--- src/rtl/core_axi2apb_bridge_if.sv ---
// AXI4-Lite slave side and APB4 master side of the core peripheral bridge,
// bundled so the bridge and its environment share one port list.
interface core_axi2apb_bridge_if #(
   parameter int ADDR_W = 32,
   parameter int DATA_W = 32
);
   localparam int STRB_W = DATA_W / 8;

   logic              awvalid;
   logic              awready;
   logic [ADDR_W-1:0] awaddr;
   logic [2:0]        awprot;
   logic              wvalid;
   logic              wready;
   logic [DATA_W-1:0] wdata;
   logic [STRB_W-1:0] wstrb;
   logic              bvalid;
   logic              bready;
   logic [1:0]        bresp;
   logic              arvalid;
   logic              arready;
   logic [ADDR_W-1:0] araddr;
   logic [2:0]        arprot;
   logic              rvalid;
   logic              rready;
   logic [DATA_W-1:0] rdata;
   logic [1:0]        rresp;

   logic              psel;
   logic              penable;
   logic [ADDR_W-1:0] paddr;
   logic              pwrite;
   logic [STRB_W-1:0] pstrb;
   logic [2:0]        pprot;
   logic [DATA_W-1:0] pwdata;
   logic [DATA_W-1:0] prdata;
   logic              pready;
   logic              pslverr;

   // Bridge view.
   modport slave (
      input  awvalid, awaddr, awprot, wvalid, wdata, wstrb, bready,
             arvalid, araddr, arprot, rready, prdata, pready, pslverr,
      output awready, wready, bvalid, bresp, arready, rvalid, rdata, rresp,
             psel, penable, paddr, pwrite, pstrb, pprot, pwdata
   );

   // AXI master plus APB slave view.
   modport master (
      output awvalid, awaddr, awprot, wvalid, wdata, wstrb, bready,
             arvalid, araddr, arprot, rready, prdata, pready, pslverr,
      input  awready, wready, bvalid, bresp, arready, rvalid, rdata, rresp,
             psel, penable, paddr, pwrite, pstrb, pprot, pwdata
   );
endinterface

--- src/rtl/core_axi2apb_bridge.sv ---
// Single-outstanding AXI4-Lite to APB4 bridge: one SETUP/ACCESS transfer per
// AXI request, read/write tie arbitration and an optional ACCESS timeout.
module core_axi2apb_bridge #(
   parameter int ADDR_W  = 32,
   parameter int DATA_W  = 32,
   parameter int TIMEOUT = 256
) (
   input  logic                  clk,
   input  logic                  rstn,
   core_axi2apb_bridge_if.slave  bus
);
   localparam int STRB_W = DATA_W / 8;
   localparam int CNT_W  = (TIMEOUT > 1) ? $clog2(TIMEOUT) : 1;
   localparam logic [CNT_W-1:0] CNT_LAST = (TIMEOUT > 0) ? CNT_W'(TIMEOUT - 1) : '0;

   typedef enum logic [1:0] {IDLE, SETUP, ACCESS, RESP} state_t;

   state_t            state_q, state_d;
   logic              aw_hold_q, aw_hold_d;
   logic              w_hold_q, w_hold_d;
   logic              ar_hold_q, ar_hold_d;
   logic              awready_q, wready_q, arready_q;
   logic              sel_wr_q, sel_wr_d;
   logic              rr_last_wr_q, rr_last_wr_d;
   logic [CNT_W-1:0]  cnt_q, cnt_d;
   logic              bvalid_q, bvalid_d;
   logic [1:0]        bresp_q, bresp_d;
   logic              rvalid_q, rvalid_d;
   logic [1:0]        rresp_q, rresp_d;
   logic [DATA_W-1:0] rdata_q, rdata_d;

   logic [ADDR_W-1:0] awaddr_q, araddr_q;
   logic [2:0]        awprot_q, arprot_q;
   logic [DATA_W-1:0] wdata_q;
   logic [STRB_W-1:0] wstrb_q;

   logic aw_hs, w_hs, ar_hs, timeout_hit, acc_exit, resp_hs;
   logic [1:0] resp_code;

   assign aw_hs       = bus.awvalid & awready_q;
   assign w_hs        = bus.wvalid & wready_q;
   assign ar_hs       = bus.arvalid & arready_q;
   assign timeout_hit = (TIMEOUT > 0) && !bus.pready && (cnt_q == CNT_LAST);
   assign acc_exit    = (state_q == ACCESS) && (bus.pready || timeout_hit);
   assign resp_code   = (bus.pready && !bus.pslverr) ? 2'b00 : 2'b10;
   assign resp_hs     = (bvalid_q & bus.bready) | (rvalid_q & bus.rready);

   assign bus.awready = awready_q;
   assign bus.wready  = wready_q;
   assign bus.arready = arready_q;
   assign bus.bvalid  = bvalid_q;
   assign bus.bresp   = bresp_q;
   assign bus.rvalid  = rvalid_q;
   assign bus.rresp   = rresp_q;
   assign bus.rdata   = rdata_q;

   // Holding flags: set on handshake, released as soon as ACCESS ends so the
   // next request can be captured while the response is still waiting.
   always_comb begin
      aw_hold_d = aw_hold_q;
      w_hold_d  = w_hold_q;
      ar_hold_d = ar_hold_q;
      if (acc_exit && sel_wr_q) begin
         aw_hold_d = 1'b0;
         w_hold_d  = 1'b0;
      end
      if (acc_exit && !sel_wr_q) ar_hold_d = 1'b0;
      if (aw_hs) aw_hold_d = 1'b1;
      if (w_hs)  w_hold_d  = 1'b1;
      if (ar_hs) ar_hold_d = 1'b1;
   end

   always_comb begin
      bvalid_d = bvalid_q;
      bresp_d  = bresp_q;
      rvalid_d = rvalid_q;
      rresp_d  = rresp_q;
      rdata_d  = rdata_q;
      if (bvalid_q && bus.bready) begin
         bvalid_d = 1'b0;
         bresp_d  = 2'b00;
      end
      if (rvalid_q && bus.rready) begin
         rvalid_d = 1'b0;
         rresp_d  = 2'b00;
         rdata_d  = '0;
      end
      if (acc_exit) begin
         if (sel_wr_q) begin
            bvalid_d = 1'b1;
            bresp_d  = resp_code;
         end else begin
            rvalid_d = 1'b1;
            rresp_d  = resp_code;
            rdata_d  = bus.pready ? bus.prdata : '0;
         end
      end
   end

   // State and control registers.
   always_ff @(posedge clk or negedge rstn) begin
      if (!rstn) begin
         state_q      <= IDLE;
         aw_hold_q    <= 1'b0;
         w_hold_q     <= 1'b0;
         ar_hold_q    <= 1'b0;
         awready_q    <= 1'b0;
         wready_q     <= 1'b0;
         arready_q    <= 1'b0;
         sel_wr_q     <= 1'b0;
         rr_last_wr_q <= 1'b1;
         cnt_q        <= '0;
         bvalid_q     <= 1'b0;
         bresp_q      <= 2'b00;
         rvalid_q     <= 1'b0;
         rresp_q      <= 2'b00;
         rdata_q      <= '0;
      end else begin
         state_q      <= state_d;
         aw_hold_q    <= aw_hold_d;
         w_hold_q     <= w_hold_d;
         ar_hold_q    <= ar_hold_d;
         awready_q    <= ~aw_hold_d;
         wready_q     <= ~w_hold_d;
         arready_q    <= ~ar_hold_d;
         sel_wr_q     <= sel_wr_d;
         rr_last_wr_q <= rr_last_wr_d;
         cnt_q        <= cnt_d;
         bvalid_q     <= bvalid_d;
         bresp_q      <= bresp_d;
         rvalid_q     <= rvalid_d;
         rresp_q      <= rresp_d;
         rdata_q      <= rdata_d;
      end
   end

   // Request payloads; only observed while their holding flag is set.
   always_ff @(posedge clk) begin
      if (aw_hs) begin
         awaddr_q <= bus.awaddr;
         awprot_q <= bus.awprot;
      end
      if (w_hs) begin
         wdata_q <= bus.wdata;
         wstrb_q <= bus.wstrb;
      end
      if (ar_hs) begin
         araddr_q <= bus.araddr;
         arprot_q <= bus.arprot;
      end
   end

   // rr_last_wr_q set means a write wins the next read/write tie.
   always_comb begin
      state_d      = state_q;
      sel_wr_d     = sel_wr_q;
      rr_last_wr_d = rr_last_wr_q;
      cnt_d        = cnt_q;
      unique case (state_q)
         IDLE: begin
            if (aw_hold_q && w_hold_q && ar_hold_q) begin
               sel_wr_d     = rr_last_wr_q;
               rr_last_wr_d = ~rr_last_wr_q;
               state_d      = SETUP;
            end else if (aw_hold_q && w_hold_q) begin
               sel_wr_d = 1'b1;
               state_d  = SETUP;
            end else if (ar_hold_q) begin
               sel_wr_d = 1'b0;
               state_d  = SETUP;
            end
         end
         SETUP: begin
            cnt_d   = '0;
            state_d = ACCESS;
         end
         ACCESS: begin
            cnt_d = cnt_q + 1'b1;
            if (acc_exit) state_d = RESP;
         end
         RESP: begin
            if (resp_hs) state_d = IDLE;
         end
         default: state_d = IDLE;
      endcase
   end

   always_comb begin
      bus.psel    = (state_q == SETUP) || (state_q == ACCESS);
      bus.penable = (state_q == ACCESS);
      bus.pwrite  = bus.psel & sel_wr_q;
      bus.paddr   = '0;
      bus.pprot   = 3'b000;
      bus.pwdata  = '0;
      bus.pstrb   = '0;
      if (bus.psel) begin
         bus.paddr = sel_wr_q ? awaddr_q : araddr_q;
         bus.pprot = sel_wr_q ? awprot_q : arprot_q;
         if (sel_wr_q) begin
            bus.pwdata = wdata_q;
            bus.pstrb  = wstrb_q;
         end
      end
   end
endmodule

--- src/flat_wrapper.sv ---
// flat-port wrapper written by rule: the top's interface ports become plain ports
module core_axi2apb_bridge_flat 
#(
   parameter int ADDR_W  = 32,
   parameter int DATA_W  = 32,
   parameter int TIMEOUT = 256
)
  (clk, rstn, bus_awvalid, bus_awaddr, bus_awprot, bus_wvalid, bus_wdata, bus_wstrb, bus_bready, bus_arvalid, bus_araddr, bus_arprot, bus_rready, bus_prdata, bus_pready, bus_pslverr, bus_awready, bus_wready, bus_bvalid, bus_bresp, bus_arready, bus_rvalid, bus_rdata, bus_rresp, bus_psel, bus_penable, bus_paddr, bus_pwrite, bus_pstrb, bus_pprot, bus_pwdata);
  core_axi2apb_bridge_if #(.ADDR_W(ADDR_W), .DATA_W(DATA_W)) bus_i ();
  input  logic clk;
  input  logic rstn;
  input wire logic [$bits(bus_i.awvalid)-1:0] bus_awvalid;
  input wire logic [$bits(bus_i.awaddr)-1:0] bus_awaddr;
  input wire logic [$bits(bus_i.awprot)-1:0] bus_awprot;
  input wire logic [$bits(bus_i.wvalid)-1:0] bus_wvalid;
  input wire logic [$bits(bus_i.wdata)-1:0] bus_wdata;
  input wire logic [$bits(bus_i.wstrb)-1:0] bus_wstrb;
  input wire logic [$bits(bus_i.bready)-1:0] bus_bready;
  input wire logic [$bits(bus_i.arvalid)-1:0] bus_arvalid;
  input wire logic [$bits(bus_i.araddr)-1:0] bus_araddr;
  input wire logic [$bits(bus_i.arprot)-1:0] bus_arprot;
  input wire logic [$bits(bus_i.rready)-1:0] bus_rready;
  input wire logic [$bits(bus_i.prdata)-1:0] bus_prdata;
  input wire logic [$bits(bus_i.pready)-1:0] bus_pready;
  input wire logic [$bits(bus_i.pslverr)-1:0] bus_pslverr;
  output wire logic [$bits(bus_i.awready)-1:0] bus_awready;
  output wire logic [$bits(bus_i.wready)-1:0] bus_wready;
  output wire logic [$bits(bus_i.bvalid)-1:0] bus_bvalid;
  output wire logic [$bits(bus_i.bresp)-1:0] bus_bresp;
  output wire logic [$bits(bus_i.arready)-1:0] bus_arready;
  output wire logic [$bits(bus_i.rvalid)-1:0] bus_rvalid;
  output wire logic [$bits(bus_i.rdata)-1:0] bus_rdata;
  output wire logic [$bits(bus_i.rresp)-1:0] bus_rresp;
  output wire logic [$bits(bus_i.psel)-1:0] bus_psel;
  output wire logic [$bits(bus_i.penable)-1:0] bus_penable;
  output wire logic [$bits(bus_i.paddr)-1:0] bus_paddr;
  output wire logic [$bits(bus_i.pwrite)-1:0] bus_pwrite;
  output wire logic [$bits(bus_i.pstrb)-1:0] bus_pstrb;
  output wire logic [$bits(bus_i.pprot)-1:0] bus_pprot;
  output wire logic [$bits(bus_i.pwdata)-1:0] bus_pwdata;
  assign bus_i.awvalid = bus_awvalid;
  assign bus_i.awaddr = bus_awaddr;
  assign bus_i.awprot = bus_awprot;
  assign bus_i.wvalid = bus_wvalid;
  assign bus_i.wdata = bus_wdata;
  assign bus_i.wstrb = bus_wstrb;
  assign bus_i.bready = bus_bready;
  assign bus_i.arvalid = bus_arvalid;
  assign bus_i.araddr = bus_araddr;
  assign bus_i.arprot = bus_arprot;
  assign bus_i.rready = bus_rready;
  assign bus_i.prdata = bus_prdata;
  assign bus_i.pready = bus_pready;
  assign bus_i.pslverr = bus_pslverr;
  assign bus_awready = bus_i.awready;
  assign bus_wready = bus_i.wready;
  assign bus_bvalid = bus_i.bvalid;
  assign bus_bresp = bus_i.bresp;
  assign bus_arready = bus_i.arready;
  assign bus_rvalid = bus_i.rvalid;
  assign bus_rdata = bus_i.rdata;
  assign bus_rresp = bus_i.rresp;
  assign bus_psel = bus_i.psel;
  assign bus_penable = bus_i.penable;
  assign bus_paddr = bus_i.paddr;
  assign bus_pwrite = bus_i.pwrite;
  assign bus_pstrb = bus_i.pstrb;
  assign bus_pprot = bus_i.pprot;
  assign bus_pwdata = bus_i.pwdata;
  core_axi2apb_bridge #(.ADDR_W(ADDR_W), .DATA_W(DATA_W), .TIMEOUT(TIMEOUT)) u_core (.clk(clk), .rstn(rstn), .bus(bus_i));
endmodule
--- config.mk ---
export PLATFORM = sky130hd
export DESIGN_NAME = core_axi2apb_bridge_flat
export DESIGN_NICKNAME = d
export VERILOG_FILES = /design/src/rtl/core_axi2apb_bridge_if.sv /design/src/rtl/core_axi2apb_bridge.sv /design/src/flat_wrapper.sv
export SDC_FILE = /design/constraint.sdc
export NUM_CORES = 1
export LEC_CHECK = 0
export BUFFER_PORTS_ARGS = -buffer_cell sky130_fd_sc_hd__clkbuf_2
export CORE_ASPECT_RATIO = 0.5
export CORE_UTILIZATION = 43
export CTS_CLUSTER_SIZE = 14
export DETAILED_ROUTE_END_ITERATION = 10
export PLACE_DENSITY = 0.86
export SLEW_MARGIN = 20
export SYNTH_ARGS = -nofsm -noshare
export SYNTH_HDL_FRONTEND = slang
export SYNTH_SLANG_ARGS = --single-unit
--- constraint.sdc ---
create_clock -name clk -period 1.5 [get_ports clk]
set_input_delay 0.15 -clock clk [delete_from_list [all_inputs] [get_ports clk]]
set_output_delay 0.15 -clock clk [all_outputs]
set_load 0.1 [all_outputs]
# == Yosys cells after proc, flatten, opt, wreduce, memory -nomap -nowiden ==
# Cells that the tools add are included.
# totals
reg_bits,162
latch_bits,0
ram_bits,0
rom_bits,0
in_bits,147
out_inout_bits,115
word_cells,101
n_memories,0
# classes
add_sub_neg,1
mul,0
n_div,0
order_cmp,0
n_eq_ne,7
shifts,0
muxes,41
bitwise_logic,11
reduce_logical,20
# op_table
cell,n
$mux 32,8
$mux 2,12
$pmux 8 s2,1
$mux 1,15
$logic_and 1x1->1,9
$add 8x1->8 const B,1
$eq 8x8->1 const B,1
$mux 4,2
$pmux 2 s4,1
$and 1x1->1,6
$mux 3,2
$eq 2x2->1 const B,2
$ne 2x1->1 const B,2
$ne 4x1->1 const B,1
$not 1->1,4
$reduce_and 2->1,2
$logic_not 1->1,3
$reduce_and 3->1,1
$reduce_bool 3->1,1
$eq 2x1->1 const B,1
$logic_not 2->1,1
$logic_or 1x1->1,2
$reduce_bool 2->1,1
$or 1x1->1,1

# == Logic depth before layout (Yosys ltp) ==
# depth
word_depth,8
mapped_depth,9
depth_no_buf,6

# == Worst setup path before layout ==
# No wires, ideal clock.
# synth_path
kind,register to output
startpoint,register u_core.state_q[0]
endpoint,output bus_paddr[0]
arrival_ps,3224
required_time_ps,1350
path_slack_ps,-1874
stages_incl_launch_ff,6
n_path_buf,2
path_cell_list,dfrtp_1 -> inv_1 -> ha_1 -> clkbuf_1 -> clkbuf_1 -> nor2b_1
# synth_between
elab_chain_len,3
word_cells_on_any_way,4
cone_classes,eq/ne: 2; mux: 1; reduce/logical: 1
# synth_lines
element,line,source
start: declaration,core_axi2apb_bridge.sv:18,"state_t state_q, state_d;"
start signal: assignment,core_axi2apb_bridge.sv:119,state_q <= state_d;
$eq 2x1->1 / $eq 2x2->1 (equally long branches),core_axi2apb_bridge.sv:189,bus.psel = (state_q == SETUP) || (state_q == ACCESS);
$logic_or 1x1->1 *,core_axi2apb_bridge.sv:189,
named net bus_psel,flat_wrapper.sv:34,output wire logic [$bits(bus_i.psel)-1:0] bus_psel;
$mux 32 *,core_axi2apb_bridge.sv:196,if (bus.psel) begin
end: declaration,flat_wrapper.sv:36,output wire logic [$bits(bus_i.paddr)-1:0] bus_paddr;
# The timed path passes the listed nets; every way through them passes the cells marked *.

# == Worst setup path in the final report ==
# layout_path
startpoint,register u_core.state_q[1]
endpoint,register u_core.cnt_q[5]
# layout_between
elab_chain_len,2
word_cells_on_any_way,4
cone_classes,eq/ne: 2; mux: 1; reduce/logical: 1
# layout_lines
element,line,source
$eq 2x2->1 / $eq 2x1->1 (equally long branches),core_axi2apb_bridge.sv:159,unique case (state_q)
$pmux 8 s2 / $reduce_bool 2->1 (equally long branches),n/a,
end signal: assignment,core_axi2apb_bridge.sv:128,cnt_q <= cnt_d;
end: declaration,core_axi2apb_bridge.sv:25,"logic [CNT_W-1:0] cnt_q, cnt_d;"
# Parallel ways exist; a longest one is shown, timed or not.
# A chain may end at the register's enable or synchronous reset.

==> impl_results.md <==
* GR Util met2 at 0.619
* Fraction of layout cells with a size suffix above 1 at 0.549
* Seq/Total Area, Yosys at 0.724
* Rows at 30
* Clock sinks at 162
* Critical Path End Type: flop
* Crit-path leading delay family: simple AND/OR/NAND/NOR gates
* Syn Std Cell Area at 0.00634 mm2
* TritonCTS buffer count at 17
* Final TNS setup at -49.59 ns
* Synth area leaders: edfxtp_1, dfrtp_1, mux2i_1, a22o_1, nor2b_1
* Yosys reg bits at 162
* Crit Path Category: flop to flop
* Final worst setup slack at -0.598 ns
* Critical Path Slowest Stage Cell: or3_4
* Met3 Usage GRT at 0.0838
* Slowest cell delay on critical path at 0.49 ns
* Yosys top cell area share at 0.502
* Biggest area consumer among synthesized cells: edfxtp_1
* Flop2flop setup slack at -0.60 ns
* Via count at 6269
* Number of distinct library cells after synthesis at 38
* Max-Cap Viols at 0
* IO Count at 262
* Buf+Inv Stages, Crit Path at 4
* Die Footprint at 0.0153 mm2
* Worst Setup Start Kind: flop
* Hpwl dp at 11300 um
* Root buffer cell: clkbuf_16
* YS warnings at 0
* Worst skew pair latency at 0.44 ns
* CP Depth at 8
* Initial antenna violation count at 0
* Synth async-reset ratio at 0.346
* Die height at 87.8 um
* First-pass detailed-route iteration total at 5
* Worst reg2reg path depth at 8
* Worst-path cell chain: inv_2 -> ha_4 -> buf_12 -> buf_4 -> buf_6 -> nand4_1 -> or3_4 -> a21oi_2
* Clk pin slew, worst setup/hold paths at 0.07 ns
* Final hold vios at 0
* Skew final at 0.0163 ns
* Largest family of logic cells by synthesized area: simple AND/OR/NAND/NOR gates
* Crit share post-route at 1.40
* Final core utilization at 0.885
* Most crowded layer after global routing: met2
* Port Buf Inserts at 261
* Fin crit period at 2.10 ns
* Core Region at 0.0140 mm2
* Vias in the first global route at 6286
* H-tree depth at 4
* Total wire length at 30700 um
* Area grow syn2layout at 95.1%
* ANT nets after route at 0
* Initial DRC count at 608
* Worst min path class: primary input to flop
* Congestion Overflow GR at 0
* Largest net degree at the start of global routing at 50
* Main synth FF type: edfxtp_1
* Die width at 174 um
* Worst hold stages at 3
* Worst Path Max Fanout at 6
* CTS tree: built
* Final setup viols at 131
* Worst path arrival time at 2.46 ns
* Synth Area in Compound Gates at 0.0760
* Grt met1 use at 0.368
* Starting Density at 0.454
* Worst Tran Pin Value at 0.794 ns
* Worst EP required at 1.86 ns
* Status: complete, but fails checks
* Unrepaired setup endpoints after global routing: yes
* Final slew viol count at 0
* Non-Filler Instances at 1071
* Simple-Gate Fraction of Synth Area at 0.102
* Failing checks: negative setup slack
* Synth Instances at 406
* CTS Buffer Depth at 2
* Peak Freq at 0.477 GHz
* First-pass GRT wire length at 37100 um
* Global placer's final weighted congestion at 0.790
* Worst slew margin at 0.471
* EDFF count, synth at 106
* Syn nets at 558
* Drc violations at 0
* Cells after DPL at 866
* Wirelength per Cell at 28.7 um
* Avg Cell Area, Syn at 15.6 um2
* Xor/xnor cell area share of the yosys netlist at 0.00276
* Nets at 1018
* Global Route Usage Sum at 0.332
* Post-synthesis mux area share at 0.0586
* Synth Area in Adders at 0.00987
* Antenna cells at 0
* Via density at 5.85
## logic make-up after synthesis
| kind of cell | after synthesis |
|---|---|
| fa+ha+maj | 5 |
| mux | 37 |
| compound gates | 60 |
| buf+inv | 32 |
| xor+xnor | 2 |
| flops | 162 |
| simple gates | 108 |
## Yosys cell counts, types with 2 or more instances
library cell	instances
a31oi_1	2
and3_1	38
clkbuf_1	13
nand3_1	6
nor2b_1	39
ha_1	5
a22o_1	32
buf_2	3
nand4_1	2
o21ai_0	10
buf_4	6
mux2i_1	36
a21oi_1	5
edfxtp_1	106
or3_1	2
a21o_1	4
buf_6	3
and2_1	6
inv_1	5
nand2_1	11
dfrtp_1	55
## through the flow
step	hold slack (ns)	setup slack, ns	cell area, um2
floorplan	-0.146	-0.483	6920
global placement	0.198	-0.243	9720
detailed placement	0.215	-0.401	9720
CTS	0.0740	-0.463	12100
global route	0.134	-0.639	12400
finish	0.142	-0.598	12400
## metal layers
layer	wire, um	part of all wire
met5	0	0
met4	2010	0.066
met3	3130	0.10
met2	14900	0.49
met1	10600	0.35
## sequential cells by signal (all words and copies together), names as in the netlist, 2 cells and up
| name | count |
|---|---|
| u_core.araddr_q | 32 |
| u_core.arprot_q | 3 |
| u_core.awaddr_q | 32 |
| u_core.awprot_q | 3 |
| u_core.bus.bresp | 2 |
| u_core.bus.rdata | 32 |
| u_core.bus.rresp | 2 |
| u_core.cnt_q | 8 |
| u_core.state_q | 2 |
| u_core.wdata_q | 32 |
| u_core.wstrb_q | 4 |
## area by class of cell
type	instances	area, um2
inverters	6	25.0
repair buffers	463	4620
flip-flops and latches	162	4600
clock inverters	14	161
well taps	192	240
multi-input cells	216	2280
fillers	496	1600
clock buffers	18	429
## worst reg2reg max path: cells and delay by family (launching register included)
family / cells / cell delay [ns]
AOI/OAI and AO/OA: 1 / 0.15
and+or+nand+nor: 2 / 0.72
adders and majority gates: 1 / 0.32
buffers and inverters: 4 / 0.44
DFF: 1 / 0.39
## cell usage in the layout, fill, tap and decap left out, types with 3 or more instances in the layout
cell type / instances
o21ai_0: 5
a21oi_2: 4
clkbuf_16: 21
buf_12: 86
and2_4: 8
clkbuf_2: 187
nor2b_1: 3
inv_1: 3
a21o_1: 4
dfrtp_1: 48
dfrtp_2: 4
nand2_1: 10
dfrtp_4: 3
mux2i_2: 9
nor2b_4: 35
and3_4: 37
buf_6: 8
edfxtp_1: 106
nand3_1: 3
ha_4: 3
inv_6: 5
a22o_1: 32
inv_8: 5
mux2i_1: 26
buf_16: 4
buf_4: 32
o21ai_2: 3
dlygate4sd3_1: 141
## worst paths after layout
| check | startpoint | to |
|---|---|---|
| min in group asynchronous | rstn | u_core.bus.arready |
| worst min-delay path | bus_pslverr | u_core.bus.rresp[1] |
| max in group asynchronous | rstn | u_core.bus.rdata[9] |
| worst max-delay path | u_core.state_q[1] | u_core.cnt_q[5] |
| worst max register to register | u_core.state_q[1] | u_core.cnt_q[5] |
| worst min register to register | u_core.bus.rdata[26] | u_core.bus.rdata[26] |
## what timing repair did
| action | CTS | global route |
|---|---|---|
| pin swaps | 5 | 40 |
| hold buffers | 141 | 0 |
| gates cloned | 7 | 4 |
| resized for setup | 25 | 35 |
| endpoints found under the setup margin | 118 | 127 |
| hold endpoints to repair | 162 | 0 |
| setup buffers | 17 | 6 |
Power is left out: the tool's default activity adds up to more than one toggle a clock period on the data nets, which glitch-free logic cannot reach.
